## src/rtl/jump_control_unit.sv

```systemverilog
// ---------------------------------------------------------------------------
// jump_control_unit
//
// Jump/branch control for the 16-bit MIPS-style pipeline. It decodes the
// opcode, evaluates jump conditions against the execute-stage flags and
// services a single-level hardware interrupt. It then drives the PC-source
// mux select and the target address.
//
// Build option:
//   JC_FLAG_RESTORE_EN  When defined, flags are saved at interrupt entry.
//                       The first conditional after RET uses those saved
//                       flags. When undefined, conditionals always use
//                       the live flag_ex.
//
// Ports:
//   clk              system clock, rising-edge
//   reset            synchronous, active-high reset
//   jmp_address_pm   jump target from program memory
//   current_address  PC of the instruction in flight (return address)
//   op               6-bit opcode
//   flag_ex          execute-stage flags, bit0 = Z, bit1 = V
//   interrupt        level interrupt request
//   jmp_loc          next-PC value used when pc_mux_sel = 1
//   pc_mux_sel       1 = load PC from jmp_loc, 0 = sequential PC
//
// state      | meaning
// -----------+--------------------------------------------------
// ISR_IDLE   | normal execution; an interrupt request is accepted
// ISR_ACTIVE | in service routine; requests ignored, RET returns
// ---------------------------------------------------------------------------
module jump_control_unit #(
    parameter int                ADDR_W     = 16,
    parameter logic [ADDR_W-1:0] INT_VECTOR = 16'hF000
) (
    input  logic              clk,
    input  logic              reset,
    input  logic [ADDR_W-1:0] jmp_address_pm,
    input  logic [ADDR_W-1:0] current_address,
    input  logic [5:0]        op,
    input  logic [1:0]        flag_ex,
    input  logic              interrupt,
    output logic [ADDR_W-1:0] jmp_loc,
    output logic              pc_mux_sel
);

    localparam logic [5:0] OP_JMP = 6'h18;
    localparam logic [5:0] OP_JZ  = 6'h1C;
    localparam logic [5:0] OP_JNZ = 6'h1D;
    localparam logic [5:0] OP_JV  = 6'h1E;
    localparam logic [5:0] OP_JNV = 6'h1F;
    localparam logic [5:0] OP_RET = 6'h10;

    typedef enum logic {
        ISR_IDLE   = 1'b0,
        ISR_ACTIVE = 1'b1
    } isr_state_t;

    isr_state_t        state_q, state_d;
    logic [ADDR_W-1:0] ret_addr_q, ret_addr_d;
    logic [1:0]        eff_flags;
    logic              accept_int;
    logic              do_ret;
    logic              jump_taken;

`ifdef JC_FLAG_RESTORE_EN
    logic [1:0] saved_flags_q, saved_flags_d;
    logic       restore_pending_q, restore_pending_d;
`endif

    always_ff @(posedge clk) begin
        if (reset) begin
            state_q    <= ISR_IDLE;
            ret_addr_q <= '0;
`ifdef JC_FLAG_RESTORE_EN
            saved_flags_q     <= 2'b00;
            restore_pending_q <= 1'b0;
`endif
        end else begin
            state_q    <= state_d;
            ret_addr_q <= ret_addr_d;
`ifdef JC_FLAG_RESTORE_EN
            saved_flags_q     <= saved_flags_d;
            restore_pending_q <= restore_pending_d;
`endif
        end
    end

    always_comb begin
        state_d    = state_q;
        ret_addr_d = ret_addr_q;
        pc_mux_sel = 1'b0;
        jmp_loc    = jmp_address_pm;
        jump_taken = 1'b0;

`ifdef JC_FLAG_RESTORE_EN
        saved_flags_d     = saved_flags_q;
        // The restore window lasts exactly one cycle.
        restore_pending_d = 1'b0;
        eff_flags         = restore_pending_q ? saved_flags_q : flag_ex;
`else
        eff_flags         = flag_ex;
`endif

        // Accept and RET are mutually exclusive because they need
        // opposite ISR states.
        accept_int = interrupt && (state_q == ISR_IDLE);
        do_ret     = (op == OP_RET) && (state_q == ISR_ACTIVE);

        case (op)
            OP_JMP:  jump_taken = 1'b1;
            OP_JZ:   jump_taken = eff_flags[0];
            OP_JNZ:  jump_taken = !eff_flags[0];
            OP_JV:   jump_taken = eff_flags[1];
            OP_JNV:  jump_taken = !eff_flags[1];
            default: jump_taken = 1'b0;
        endcase

        if (reset) begin
            pc_mux_sel = 1'b0;
            jmp_loc    = '0;
        end else if (accept_int) begin
            pc_mux_sel = 1'b1;
            jmp_loc    = INT_VECTOR;
            state_d    = ISR_ACTIVE;
            ret_addr_d = current_address;
`ifdef JC_FLAG_RESTORE_EN
            saved_flags_d = flag_ex;
`endif
        end else if (do_ret) begin
            pc_mux_sel = 1'b1;
            jmp_loc    = ret_addr_q;
            state_d    = ISR_IDLE;
`ifdef JC_FLAG_RESTORE_EN
            restore_pending_d = 1'b1;
`endif
        end else if (jump_taken) begin
            pc_mux_sel = 1'b1;
            jmp_loc    = jmp_address_pm;
        end
    end

endmodule

```

## config.mk

```make
export PLATFORM = sky130hd
export DESIGN_NAME = jump_control_unit
export DESIGN_NICKNAME = d
export VERILOG_FILES = /design/src/rtl/jump_control_unit.sv
export SDC_FILE = /design/constraint.sdc
export NUM_CORES = 1
export LEC_CHECK = 0
export ABC_AREA = 0
export BUFFER_PORTS_ARGS = -buffer_cell sky130_fd_sc_hd__buf_2
export CAP_MARGIN = 20
export CORE_UTILIZATION = 38
export CTS_CLUSTER_SIZE = 14
export DETAILED_ROUTE_END_ITERATION = 16
export PLACE_DENSITY = 0.74
export SETUP_SLACK_MARGIN = 0.05
export SLEW_MARGIN = 30
export SYNTH_ARGS = -nofsm -noshare
export SYNTH_HDL_FRONTEND = slang
export SYNTH_SLANG_ARGS = --single-unit
```

## constraint.sdc

```tcl
create_clock -name clk -period 1.4 [get_ports clk]
set_input_delay 0.14 -clock clk [delete_from_list [all_inputs] [get_ports clk]]
set_output_delay 0.14 -clock clk [all_outputs]
set_load 0.02 [all_outputs]
```

# Word-level counts from Yosys, hierarchy flattened

Cells that the tools add are included.

Output and inout port bits: 17
Register bits after elaboration: 17
Input port bits: 43
Logic and storage cells: 24

Reductions and logical operators: 5
Bitwise gates (word level): 1
Equal/unequal tests: 6
Mux-type cells: 10

Operator list:

| kind                 | count |
|---|---|
| $mux W16             | 3 |
| $eq A6 B5 Y1 const B | 6 |
| $mux W1              | 6 |
| $pmux W1 S5          | 1 |
| $logic_and A1 B1 Y1  | 2 |
| $logic_not A1 Y1     | 2 |
| $reduce_bool A2 Y1   | 1 |
| $not A1 Y1           | 1 |

# Logic depth before layout (Yosys ltp)

Depth after elaboration: 6
Mapped depth: 6
Mapped depth without buffers: 4

# Worst setup path before layout

No wires, ideal clock.

Path type: input-to-output
Start: in op[1]
End: out pc_mux_sel
Arrival: 1.499 ns
Path slack: -0.239 ns
Buffers on the path: 0
Required time: 1.260 ns
Cell stages on the path: 4
Path through: or4bb_2 -> o21ai_0 -> a31oi_1 -> o32ai_1

Cells in the longest elaborated chain, start to end: 6
Elaborated cells between the ends (all ways): 12
Classes of those cells: 6 x eq/ne; 5 x mux; 1 x reduce/logical

Ends and longest elaborated chain:

| item         | line | RTL |
|---|---|---|
| from (decl)  | 39   | `input logic [5:0] op,` |
| $eq A6 B5 Y1 | 109  | `case (op)` |
| $pmux W1 S5  | 109  |  |
| $mux W1      | 136  | `end else if (jump_taken) begin` |
| $mux W1 (*)  | 129  | `end else if (do_ret) begin` |
| $mux W1 (*)  | 121  | `end else if (accept_int) begin` |
| $mux W1 (*)  | 118  | `if (reset) begin` |
| to (decl)    | 43   | `output logic pc_mux_sel` |

Mark *: on every way between the ends. The rest lies on a longest branch, timed or not.

# Worst setup path after layout

Start: reg state_q
End: out jmp_loc[13]

Cells in the longest elaborated chain, start to end: 4
Elaborated cells between the ends (all ways): 6
Classes of those cells: 3 x mux; 1 x bitwise; 2 x reduce/logical

Ends and longest elaborated chain:

| item                                                     | line     | RTL |
|---|---|---|
| from (decl)                                              | 58       | `isr_state_t state_q, state_d;` |
| from (signal assigned)                                   | 79       | `state_q <= state_d;` |
| $logic_and A1 B1 Y1 / $not A1 Y1 (equally long branches) | 107, 106 |  |
| $mux W16 / $logic_and A1 B1 Y1 (equally long branches)   | 129, 106 |  |
| $mux W16 (*)                                             | 121      |  |
| $mux W16 (*)                                             | 118      |  |
| to (decl)                                                | 42       | `output logic [ADDR_W-1:0] jmp_loc,` |

Marks and branches as above.

==> impl_metrics.ini <==
[floorplanning]
fp.dieW_um = 53.8
initial_core_util = 0.408
ios = 60
coreArea_um2 = 2500
rows = 18
dieArea_um2 = 2900
die_y_um = 53.8

[synth]
ys.flop_type = dfxtp_1
ys_warn_count = 0
synth_edf_count = 0
yosys.area.top_type = dfxtp_1
synthTopCellsByArea = dfxtp_1 (33%), nand2_1 (17%), a21oi_1 (8.8%), a21oi_2 (8.6%), nor3_1 (6.4%)
synthArstFlopShare = 0
synth_top_area_share = 0.333
ys_seq_area_frac = 0.333
yosysUniqueCellTypes = 21
synth_most_common_cell = nand2_1
syn_area_per_cell_um2 = 7.19
syn_nets = 185
netlist_area_um2 = 1020
ys_top_cells_by_count = nand2_1 (46), a21oi_1 (18), dfxtp_1 (17)
synth-seq-cells = 17
syn_inst = 142

[global_routing]
grt_max_degree = 17
grt_pass1_wl_mm = 4.51
overflow = 0
first_global_vias = 1137
antenna_found_initial = 0
grt.total_usage = 0.220

[cells_and_area]
fillCellCount = 189
diodes = 0
fin_util = 0.690
fin_cells = 241
drive_above_1_share = 0.550
nets = 255
syn2layout_area_growth_pct = 68.9

[drt]
firstDrtPassIters = 4
vias = 1192
viasPerCell = 4.95
drc = 0
first_iter_violations = 27
met1Wirelength_mm = 1.18
ant_nets = 0
wl_per_cell_um = 12.2
highest_layer = met4
routed_wl_mm = 2.94
dr_wl_met3_um = 130
met2WireLength_mm = 1.57

[clocking]
clkTransAtPathRegs_ps = 100
worstSkewPairLatency_ps = 290
cts.sinks = 17
cts_root_buf = clkbuf_4
cts_inserted_buffers = 3
clockBufferDepth = 2
cts_tree = yes
postCtsHoldBufs = 0
cts.htree.levels = 1

[placement]
place_inst = 234
hpwl_mm = 2.29
place_congestion = 0.809
io_buffers = 59

[sta]
setup_violations = 17
period_minus_slack_ps = 1810
worst_slack_ps = -413
fin_crit_sh = 1.29
clock_skew_ps = 1.97
fmax_ghz = 0.552
final_max_slew_viol_count = 0
hold_viol = 0
relSlewSlack = 0.823
worst_pin_slew_ps = 264
rsz0062_at_grt = yes

[setup_path]
cp_cell_sequence = nand2b_1, or4_4, nor3_1, nor3_2, buf_2
required_ps = 1260
crit_type = reg2out
cp_max_fo = 6
crit_slowest_cell = or4_4
cpPeakStageDelay_ps = 500
arrival_ps = 1670
cp-end-kind = output pin
cp-start-kind = register

[pwr]
max-vdd-ir-drop_uv = 514
p_leak_nw = 0.731
power.density_nw_per_um2 = 681

[outcome]
status = finished with violations
violations = negative setup slack

[job]
cap_violations = 0

[min_path]
worstHoldPathType = in2reg
stage by stage:
step	hold slack, ps	worst slack [ps]	area [µm²]	total power [mW]	TNS (ps)
global placement	381	-238	1580	0.875	-3650
global route	72.9	-500	1720	1.23	-7940
detailed placement	387	-273	1580	0.887	-4060
finish	73.6	-413	1720	1.17	-6530
CTS	70.6	-425	1710	1.17	-6650
floorplan	219	-31.3	1190	0.737	-392
cells by family after synthesis:
family                    Yosys count  synth area share
buffers and inverters              11            0.0674
DFF                                17             0.333
and+or+nand+nor                    82             0.397
AOI/OAI and AO/OA                  31             0.194
xor gates and xnor gates            1           0.00858
repair_timing:
action,in CTS,in global routing
endpoints found under the setup margin,17,17
pin swaps,1,1
gates resized for setup,27,3
hold endpoints to repair,0,0
buffers inserted,2,1
registers in the layout, indices dropped and copies added (netlist names):
register    flops
state_q         1
ret_addr_q     16
critical path: cells and delay by family (launching register included):
kind	cells	cell delay, ps
simple gates	4	880
buf+inv	1	160
flops	1	350
metal layers:
metal / global-route usage / vias up
met4: 0.127 / 0
met2: 0.405 / 38
li1: - / 608
met1: 0.233 / 540
met5: 0 / -
met3: 0.0339 / 6
layout by cell type (no fill, tap or decap), drive strengths merged:
cell type	count
nor2	2
nor2b	2
nand2	56
or2	1
nor3	13
nor4	1
or4	1
a21oi	28
or4bb	1
clkbuf	3
dfxtp	17
nand2b	5
a31oi	1
o21ai	1
clkinv	1
buf	76
xor2	1
o32ai	1
cell type report:
cell class | count | area, µm² | area share
clock buffers | 3 | 22.5 | 0.0131
clock inverters | 1 | 5.00 | 0.00290
repair buffers | 76 | 522 | 0.303
multi-input cells | 114 | 796 | 0.462
flip-flops and latches | 17 | 342 | 0.198
well taps | 30 | 37.5 | 0.0218
final timing paths:
path	cells past startpoint	slack [ps]	start	to
hold reg to reg	2	460	ret_addr_q[3]$_SDFFE_PP0P_	ret_addr_q[3]$_SDFFE_PP0P_
setup reg to reg	6	250	state_q$_SDFFE_PP0P_	state_q$_SDFFE_PP0P_
setup / recovery	5	-410	state_q$_SDFFE_PP0P_	jmp_loc[13]
hold / removal	3	70	current_address[1]	ret_addr_q[1]$_SDFFE_PP0P_
power by group:
part           internal (mW)  switching [mW]  total, mW  leakage (nW)
sequential             0.512          0.0175      0.530         0.140
combinational          0.181           0.195      0.376         0.573
clock                  0.106           0.163      0.269        0.0177
(Power assumes the default switching activity.)
